`config.mk`:
```
export PLATFORM = sky130hd
export DESIGN_NAME = logical_arbiter
export DESIGN_NICKNAME = d
export VERILOG_FILES = /design/src/rtl/logical_arbiter.sv
export SDC_FILE = /design/constraint.sdc
export NUM_CORES = 1
export LEC_CHECK = 0
export CAP_MARGIN = 20
export CORE_ASPECT_RATIO = 2
export CORE_MARGIN = 2
export CORE_UTILIZATION = 41
export DETAILED_ROUTE_END_ITERATION = 6
export GPL_TIMING_DRIVEN = 1
export HOLD_SLACK_MARGIN = 0.12
export PLACE_DENSITY_LB_ADDON = 0.12
export SETUP_SLACK_MARGIN = 0.4
export SLEW_MARGIN = 20
export SYNTH_ARGS = -nofsm -noshare
export SYNTH_HDL_FRONTEND = slang
export SYNTH_SLANG_ARGS = --single-unit
```
`constraint.sdc`:
```
create_clock -name clk -period 2.8 [get_ports clk]
set_input_delay 0.42 -clock clk [delete_from_list [all_inputs] [get_ports clk]]
set_output_delay 0.42 -clock clk [all_outputs]
set_load 0.01 [all_outputs]
```
`src/rtl/logical_arbiter.sv`:
```
// Two-requester round-robin front end for a shared 32-bit logical unit.
// One operation is in flight at a time: IDLE (grant/capture) -> EXEC -> RESP.
module logical_arbiter (
  input  logic        clk,
  input  logic        rst,
  input  logic        req0_valid,
  input  logic        req1_valid,
  output logic        req0_ready,
  output logic        req1_ready,
  input  logic [31:0] req0_op1,
  input  logic [31:0] req0_op2,
  input  logic [31:0] req1_op1,
  input  logic [31:0] req1_op2,
  input  logic [2:0]  req0_operation,
  input  logic [2:0]  req1_operation,
  output logic [31:0] lu_op1,
  output logic [31:0] lu_op2,
  output logic [2:0]  lu_operation,
  input  logic [31:0] lu_res,
  output logic        resp_valid,
  output logic        resp_id,
  output logic [31:0] resp_res,
  output logic        resp_err,
  input  logic        resp_ready
);

  typedef enum logic [1:0] {
    IDLE,
    EXEC,
    RESP
  } state_t;

  state_t      state_q, state_d;
  logic        prio_q, prio_d;
  logic [31:0] op1_q, op1_d;
  logic [31:0] op2_q, op2_d;
  logic [2:0]  opc_q, opc_d;
  logic        id_q, id_d;
  logic        resp_valid_q, resp_valid_d;
  logic        resp_id_q, resp_id_d;
  logic [31:0] resp_res_q, resp_res_d;
  logic        resp_err_q, resp_err_d;

  logic        grant_id;
  logic        opc_legal;

  // Contention goes to prio; a lone requester wins regardless of prio.
  always_comb begin
    if (req0_valid && req1_valid) grant_id = prio_q;
    else                          grant_id = req1_valid;
  end

  always_comb begin
    case (opc_q)
      3'b001, 3'b010, 3'b011, 3'b100: opc_legal = 1'b1;
      default:                        opc_legal = 1'b0;
    endcase
  end

  always_comb begin
    state_d      = state_q;
    prio_d       = prio_q;
    op1_d        = op1_q;
    op2_d        = op2_q;
    opc_d        = opc_q;
    id_d         = id_q;
    resp_valid_d = resp_valid_q;
    resp_id_d    = resp_id_q;
    resp_res_d   = resp_res_q;
    resp_err_d   = resp_err_q;
    req0_ready   = 1'b0;
    req1_ready   = 1'b0;

    case (state_q)
      IDLE: begin
        if ((req0_valid || req1_valid) && !rst) begin
          req0_ready = ~grant_id;
          req1_ready = grant_id;
          op1_d      = grant_id ? req1_op1 : req0_op1;
          op2_d      = grant_id ? req1_op2 : req0_op2;
          opc_d      = grant_id ? req1_operation : req0_operation;
          id_d       = grant_id;
          prio_d     = ~grant_id;
          state_d    = EXEC;
        end
      end
      EXEC: begin
        resp_id_d    = id_q;
        resp_valid_d = 1'b1;
        resp_res_d   = opc_legal ? lu_res : '0;
        resp_err_d   = ~opc_legal;
        state_d      = RESP;
      end
      RESP: begin
        if (resp_ready) begin
          resp_valid_d = 1'b0;
          state_d      = IDLE;
        end
      end
      default: state_d = IDLE;
    endcase
  end

  always_ff @(posedge clk) begin
    if (rst) begin
      state_q      <= IDLE;
      prio_q       <= 1'b0;
      op1_q        <= '0;
      op2_q        <= '0;
      opc_q        <= '0;
      id_q         <= 1'b0;
      resp_valid_q <= 1'b0;
      resp_id_q    <= 1'b0;
      resp_res_q   <= '0;
      resp_err_q   <= 1'b0;
    end else begin
      state_q      <= state_d;
      prio_q       <= prio_d;
      op1_q        <= op1_d;
      op2_q        <= op2_d;
      opc_q        <= opc_d;
      id_q         <= id_d;
      resp_valid_q <= resp_valid_d;
      resp_id_q    <= resp_id_d;
      resp_res_q   <= resp_res_d;
      resp_err_q   <= resp_err_d;
    end
  end

  assign lu_op1       = op1_q;
  assign lu_op2       = op2_q;
  assign lu_operation = opc_q;
  assign resp_valid   = resp_valid_q;
  assign resp_id      = resp_id_q;
  assign resp_res     = resp_res_q;
  assign resp_err     = resp_err_q;

endmodule

```
==> results.yml, run 1 <==
floorplanning:
  die-height_um: 157
  rows: 55
  floorplan.core_area_sq_um: 11400
  fp.dieW_um: 80.5
  die-area_sq_um: 12600
  initial_utilization_pct: 42.2
  io_pins: 275
logic_synthesis:
  syn_area_sq_um: 4790
  ys_ff_latch: 106
  ys_types: 28
  syn_inst: 511
  yosysWarnings: 0
  syn_nets: 682
  seq_area_frac_synth_pct: 44.3
  syn_avg_cell_area_sq_um: 9.38
sta:
  max-slew-margin-rel_pct: 38.7
  worst_pin_slew_ns: 0.920
  skew_ns: 0.0104
  timing.final.crit_share_pct: 81.7
  period_needed_ns: 2.29
  rsz0062_at_grt: "false"
  finalMaxSlewViolations: 0
  max_freq_ghz: 0.437
  setup_tns_ns: 0
  hold_viol_final: 0
  final-setup-viol-count: 0
cells_and_area:
  layout_common_cells: "clkdlybuf4s50_1, dfxtp_1, a21oi_1"
  layout-drive-gt1-share_pct: 7.28
  nets: 908
  final_common_cell: "clkdlybuf4s50_1"
  syn2layout_area_growth_pct: 62.0
  final_cells: 885
  num-fill-cells: 976
run:
  maxCapViolCount: 0
cts:
  cts_max_path_buffers: 2
  htreeDepth: 3
  insertion_delay_ns: 0.35
  path_clk_slew_ns: 0.07
  cts_tree: "yes"
  root_buffer: "clkbuf_16"
  cts_hold_buffers: 0
  cts_resized: 0
  cts_buffers: 9
  cts_sinks: 106
  post_cts_buffers: 1
route:
  drt_pass1_iterations: 5
  dr_total_vias: 5284
  drtIter0Drc: 352
  final_antenna_net_count: 0
  routed_wl_um: 18500
  drc_errors: 0
  wl_per_cell_um: 20.9
  viasPerCell: 5.97
worst_hold_path:
  min_path_cells: 4
  min_from: "rst"
  hp-class: "in2reg"
critical_path:
  worst_r2r_path_depth: 5
  cp-startpoint: "req0_valid"
  cp_slowest_stage_delay_ns: 0.55
  crit_required_ns: 2.38
  worstSetupPathType: "in2out"
  crit_path_cell_trace: "clkdlybuf4s50_1 > nor2b_4 > nor2_1 > nor2_1 > clkdlybuf4s50_1"
  critPathMaxFanout: 4
  crit_path_top_delay_cell: "clkdlybuf4s50_1"
  end_kind: "output pin"
  cp_data_arrival_time_ns: 1.87
  r2r-start: "state_q[1]"
  cp-start-kind: "primary input"
power_and_ir_drop:
  p_total_mw: 4.08
  leakagePower_nw: 2.57
  ir_drop_mv: 0.338
  p_per_area_nw_per_um2: 525
placed_design:
  dp_hpwl_um: 12400
  gp_congestion: 0.820
  place_inst: 867
  io_buffers: 274
global_routing:
  grt_start_max_net_pins: 76
  antenna_found_initial: 1
  grt-ovfl-total: 0
  grt_pass1_vias: 5224
  grt_first_pass_wirelength_um: 27700
  grt_usage_pct: 27.9
run_status:
  status: "finished, final reports clean"
==> cell families (layout without fill, tap and decap cells) <==
logic type	count (synthesis)	in the layout	synth area share, %
AOI/OAI and AO/OA	306	306	44.7
DFF	106	106	44.3
buffers and inverters	78	309	7.73
and+or+nand+nor	20	20	3.08
muxes	1	1	0.209
other	0	1	0
==> state kept, by name, indices dropped and copies added, names as in the netlist <==
name and cells:
lu_op1 32, resp_id 1, resp_valid 1, id_q 1, resp_err 1, state_q 2, prio_q 1, lu_op2 32
lu_operation 3, resp_res 32
==> worst paths after layout <==
check | endpoint | slack, ns
min | id_q | 0.46
max reg2reg | lu_op1[27] | 0.95
max | req0_ready | 0.51
min reg2reg | resp_res[4] | 0.47
==> layer usage <==
| layer | track usage (%) | routed length, um | share of wire (%) | up-vias |
|---|---|---|---|---|
| li1 | - | - | - | 2480 |
| met1 | 30.6 | 6540 | 35 | 2494 |
| met2 | 50.7 | 9790 | 53 | 274 |
| met3 | 6.94 | 1600 | 8.6 | 36 |
| met4 | 10.4 | 601 | 3.2 | 0 |
| met5 | 0 | 0 | 0 | - |
==> worst max-delay path, delay by kind of cell <==
kind                   cells  cell delay [ns]
AND/OR/NAND/NOR            3             0.38
buffers and inverters      2             1.06
==> report_power, final <==
part | internal (mW) | leakage (nW) | switching (mW)
Combinational | 0.579 | 1.55 | 0.502
Sequential | 1.63 | 0.870 | 0.0722
Clock | 0.703 | 0.151 | 0.588
==> stage by stage <==
step	setup slack, ns	utilization (%)	hold WS (ns)	cell area [sq um]
2_1_floorplan	1.11	-	0.454	4790
3_3_place_gp	0.370	65.7	0.455	7460
3_5_place_dp	0.398	65.7	0.455	7460
4_1_cts	0.506	68.4	0.452	7760
5_1_grt	0.418	68.4	0.494	7770
6_report	0.513	68.4	0.456	7770
==> synth_stat cells <==
master    instances  area, sq um
dfxtp_1         106         2120
a21oi_1          69          345
o21ai_0          68          340
o211ai_1         67          503
a311oi_1         57          499
clkbuf_1         49          184
a22o_1           32          280
buf_2            14         70.1
a311oi_2         10          150
nor2_1            8         30.0
buf_6             6         67.6
buf_4             4         30.0
inv_1             2         7.51
inv_2             2         7.51
nand3b_1          2         15.0
nor3_1            2         10.0
nor3b_1           2         15.0
a211oi_1          1         7.51
a21bo_2           1         10.0
buf_1             1         3.75
mux2i_1           1         10.0
nand2_4           1         11.3
nor2b_1           1         6.26
nor2b_4           1         13.8
nor3_4            1         16.3
nor4b_4           1         23.8
o21a_1            1         7.51
or2_1             1         6.26
==> area by class of cell <==
type / instances / area [sq um] / area share, %
timing repair buffer: 289 / 2850 / 36.6
inverter: 4 / 15.0 / 0.193
clock inverter: 7 / 75.1 / 0.966
clock buffer: 9 / 225 / 2.90
multi-input combinational: 327 / 2300 / 29.7
sequential: 106 / 2120 / 27.3
antenna: 1 / 2.50 / 0.0322
tap: 142 / 178 / 2.29
Note: power is estimated with default switching activity, not from simulation.
==> run 2, diff against run 1 <==
Settings changed: CORE_UTILIZATION 41 to 35.
Clock period 2.8 ns to 2.1 ns, I/O delays scaled along.
==> run 2 against run 1 <==
Against the previous run: hold slack lost 0.087 ns; wire length grew 0.97%; die area grew 16%; first-iteration DRC count shrank 30%; sequential share of layout area shrank 0.53 points; clock-buffer cell count grew 1; global-route usage shrank 4.2 points; sequential cell count is the same; power grew 38%; design area grew 2.1%; combinational power grew 37%; critical endpoint unchanged.
==> results.yml, run 2 (synthesis results as in run 1) <==
run_status:
  status: "finished, final reports clean"
sta:
  skew_ns: 0.00713
  setup_slack_ns: 0.448
  final-setup-viol-count: 0
  worst_pin_slew_ns: 0.733
  max_freq_ghz: 0.605
  max-slew-margin-rel_pct: 51.1
  setup_tns_ns: 0
  period_needed_ns: 1.65
  hold_viol_final: 0
  finalMaxSlewViolations: 0
  timing.final.crit_share_pct: 78.6
  rsz0062_at_grt: "false"
global_routing:
  antenna_found_initial: 0
  grt_usage_pct: 23.8
  grt-ovfl-total: 0
  grt_start_max_net_pins: 70
  grt_pass1_vias: 5232
  grt_first_pass_wirelength_um: 27500
cells_and_area:
  final_cells: 903
  final-seq-area_sq_um: 2130
  antennaDiodeCount: 0
  multiInputGateArea_sq_um: 2310
  layout_common_cells: "clkdlybuf4s50_1, dfxtp_1, a21oi_1"
  nets: 914
  num-fill-cells: 1203
  layout-drive-gt1-share_pct: 8.56
  syn2layout_area_growth_pct: 65.5
  final_common_cell: "clkdlybuf4s50_1"
critical_path:
  worstSetupPathType: "reg2out"
  crit_path_cell_trace: "nor3_4 > buf_6 > nand2_4 > nor2_4 > buf_6"
  end_kind: "output pin"
  cp-start-kind: "register"
  cp_data_arrival_time_ns: 1.34
  crit_required_ns: 1.78
  crit_top_cell: "buf_6"
  cp_slowest_stage_delay_ns: 0.36
  crit_path_top_delay_cell: "dfxtp_4"
  critPathMaxFanout: 4
placed_design:
  gp_congestion: 0.871
  place_inst: 884
  dp_slack_ns: -0.121
  dp_hpwl_um: 12900
  io_buffers: 274
cts:
  path_clk_slew_ns: 0.07
  htreeDepth: 3
  cts_max_path_buffers: 2
  cts_buffers: 9
  root_buffer: "clkbuf_16"
  cts_tree: "yes"
  cts_sinks: 106
  insertion_delay_ns: 0.34
floorplanning:
  initial_utilization_pct: 35.7
  rows: 60
  io_pins: 275
  die-height_um: 170
  die-area_sq_um: 14700
  floorplan.core_area_sq_um: 13400
  fp.dieW_um: 86.8
route:
  routed_wl_um: 18700
  drtIter0Drc: 246
  drc_errors: 0
  final_antenna_net_count: 0
  dr_total_vias: 5331
  viasPerCell: 5.90
  drt_pass1_iterations: 4
  wl_per_cell_um: 20.7
power_and_ir_drop:
  p_per_area_nw_per_um2: 710
  p_total_mw: 5.64
  ir_drop_mv: 0.358
  leakagePower_nw: 2.64
worst_hold_path:
  hp-class: "in2reg"
run:
  maxCapViolCount: 0
[run 2: report_power, final]
group | leakage, nW | internal (mW) | switching, mW
Combinational | 1.61 | 0.802 | 0.678
Sequential | 0.870 | 2.18 | 0.0969
Clock | 0.165 | 1.10 | 0.786
[run 2: layout make-up]
cell class	count	area share, %
timing repair buffer	295	37.2
multi-input combinational	327	29.1
sequential	106	26.8
clock buffer	10	3.01
tap	155	2.44
clock inverter	6	1.23
inverter	4	0.189
[run 2: final timing paths]
| kind | slack [ns] | endpoint | from | cells past startpoint |
|---|---|---|---|---|
| min | 0.37 | id_q | rst | 4 |
| max reg2reg | 0.50 | lu_op1[14] | prio_q | 3 |
| min reg2reg | 0.48 | resp_res[14] | resp_res[14] | 1 |
| max | 0.45 | req0_ready | state_q[0] | 5 |
[run 2: critical path: cells and delay by family, from the launching register on]
kind	cells	cell delay [ns]
flops	1	0.36
simple gates	3	0.38
buf+inv	2	0.26
[run 2: metal layers]
| layer | part of all wire (%) | routed length, um | GRT usage (%) | up-vias |
|---|---|---|---|---|
| met5 | 0 | 0 | 0 | - |
| met4 | 2.2 | 413 | 8.08 | 0 |
| met3 | 7.0 | 1300 | 4.23 | 27 |
| met2 | 54 | 10200 | 44.4 | 259 |
| met1 | 37 | 6830 | 26.2 | 2549 |
| li1 | - | - | - | 2496 |
[run 2: metrics by stage]
step,instance area (sq um),hold slack [ns],utilization [%]
global placement,7550,0.456,56.2
detailed placement,7550,0.455,56.2
finish,7930,0.369,59.0
CTS,7910,0.357,58.8
global route,7930,0.402,59.0
floorplan,4790,0.448,-
[run 2: what timing repair did]
item / 4_1_cts / 5_1_grt
setup buffers: 2 / 1
endpoints found under the setup margin: 71 / 59
pin swaps: 1 / 1
hold buffers: 0 / 0
resized for setup: 5 / 13
==> run 3, diff against run 2 <==
Clock period 2.1 ns to 1.5 ns, I/O delays scaled along.
==> run 3 against run 2 <==
Against the previous run: via count is 5.4% higher; hold slack worse by 0.052 ns; the run now ends with setup timing left; sequential cell count stayed put; critical path depth stayed put; wire length is 14% higher; largest power group unchanged; highest routed layer unchanged.
==> results.yml, run 3 (synthesis results as in run 1) <==
run_status:
  status: "complete, but fails checks"
  violations: "setup timing"
critical_path:
  cp_slowest_stage_delay_ns: 0.35
  end_kind: "output pin"
  crit_path_cell_trace: "nor3_4 > buf_6 > nand2_4 > nor2_4 > buf_6"
  crit_top_cell: "buf_6"
  worstSetupPathType: "reg2out"
  cp-start-kind: "register"
  crit_path_top_delay_cell: "dfxtp_2"
  crit_required_ns: 1.27
  critPathMaxFanout: 4
  cp_data_arrival_time_ns: 1.35
floorplanning:
  floorplan.core_area_sq_um: 13400
  die-height_um: 170
  rows: 60
  fp.dieW_um: 86.8
  io_pins: 275
  initial_utilization_pct: 35.7
  die-area_sq_um: 14700
placed_design:
  dp_hpwl_um: 13300
  gp_congestion: 0.819
  io_buffers: 274
sta:
  final-setup-viol-count: 6
  max-slew-margin-rel_pct: 50.5
  worst_pin_slew_ns: 0.740
  rsz0062_at_grt: "true"
  max_freq_ghz: 0.636
  period_needed_ns: 1.57
  timing.final.crit_share_pct: 105
  skew_ns: 0.0100
  hold_viol_final: 0
  setup_slack_ns: -0.0721
  finalMaxSlewViolations: 0
route:
  final_antenna_net_count: 0
  wl_per_cell_um: 22.4
  routed_wl_um: 21300
  drc_errors: 0
  viasPerCell: 5.91
  drt_pass1_iterations: 4
  dr_total_vias: 5619
  drtIter0Drc: 274
power_and_ir_drop:
  leakagePower_nw: 3.44
  p_total_mw: 8.01
  p_comb_share_pct: 31.1
  p_int_mw: 5.62
  ir_drop_mv: 0.528
  p_sw_mw: 2.39
  power_frac_seq_pct: 40.1
  clkPwrFrac_pct: 28.8
  p_per_area_nw_per_um2: 940
  swShare_pct: 29.8
worst_hold_path:
  hp-class: "in2reg"
global_routing:
  grt-ovfl-total: 0
  antenna_found_initial: 0
  grt_pass1_vias: 5872
  grt_start_max_net_pins: 70
  grt_first_pass_wirelength_um: 31400
  grt_usage_pct: 28.0
cells_and_area:
  fin_util_pct: 63.4
  final_common_cell: "clkdlybuf4s50_1"
  layout-drive-gt1-share_pct: 34.8
  layout_common_cells: "clkdlybuf4s50_1, buf_2, o21ai_0, o211ai_1"
  syn2layout_area_growth_pct: 77.7
  nets: 962
  antennaDiodeCount: 0
  num-fill-cells: 1140
cts:
  cts_buffers: 9
  path_clk_slew_ns: 0.07
  cts_max_path_buffers: 2
  cts_tree: "yes"
  insertion_delay_ns: 0.35
  cts_sinks: 106
  root_buffer: "clkbuf_16"
  htreeDepth: 3
run:
  maxCapViolCount: 0
==> run 3: changes by cell type in the layout (fill, tap and decap cells not counted), sizes merged, moves of 2 or more <==
cell and delta:
buf +130, clkdlybuf4s50 -102, dlymetal6s2s +11, bufbuf +5
clkbuf +3, bufinv -2
==> run 3: worst paths after layout <==
kind                                  start     endpoint  slack [ns]  depth (start not counted)
worst min register to register  resp_res[1]  resp_res[1]        0.47                          1
worst min-delay path                    rst         id_q        0.32                          4
worst max-delay path             state_q[1]   req0_ready       -0.07                          5
worst max register to register   state_q[1]    lu_op1[4]       -0.04                          7
==> run 3: routing by layer <==
layer	track usage [%]	vias up	routed length, um
li1	-	2603	-
met4	14.3	0	983
met1	28.5	2626	7210
met5	0	-	0
met3	5.35	64	1600
met2	52.2	326	11500
==> run 3: power groups by stage <==
stage	Combinational [mW]	Sequential [mW]	Clock (mW)
final	2.49	3.21	2.31
after global routing	2.65	3.24	2.47
after CTS	2.48	3.21	2.36
after detailed placement	2.12	3.26	0
after global placement	2.08	3.25	0
after floorplan	0.906	3.34	0
==> run 3: final cells by class <==
cell class | instances | area, sq um | share of cell area (%)
clock inverters | 6 | 47.5 | 0.558
repair inverters | 1 | 16.3 | 0.191
flip-flops and latches | 106 | 2190 | 25.7
well taps | 155 | 194 | 2.28
repair buffers | 342 | 3380 | 39.7
inverters | 4 | 27.5 | 0.323
clock buffers | 10 | 239 | 2.81
multi-input cells | 327 | 2420 | 28.4
==> run 3: worst max-delay path, delay by kind of cell, from the launching register on <==
kind	cells	cell delay, ns
buffers and inverters	2	0.26
and+or+nand+nor	3	0.39
DFF	1	0.35
==> run 3: timing repair <==
| action | 4_1_cts | 5_1_grt |
|---|---|---|
| endpoints found under the hold margin | 0 | 0 |
| cloned | 16 | 0 |
| hold buffers | 0 | 0 |
| endpoints found under the setup margin | 209 | 130 |
| buffers inserted | 25 | 0 |
| pin swaps | 29 | 27 |
| gates resized for setup | 452 | 34 |
==> run 3: through the flow <==
stage	setup WS, ns	cells	TNS [ns]	cell area (sq um)	hold WS (ns)
final	-0.0721	951	-0.187	8520	0.317
after global routing	-0.126	951	-3.83	8520	0.361
after CTS	-0.0561	951	-0.217	8470	0.295
after detailed placement	-0.626	894	-40.23	7720	0.454
after global placement	-0.529	894	-43.00	7720	0.455
after floorplan	0.193	511	0	4980	0.364
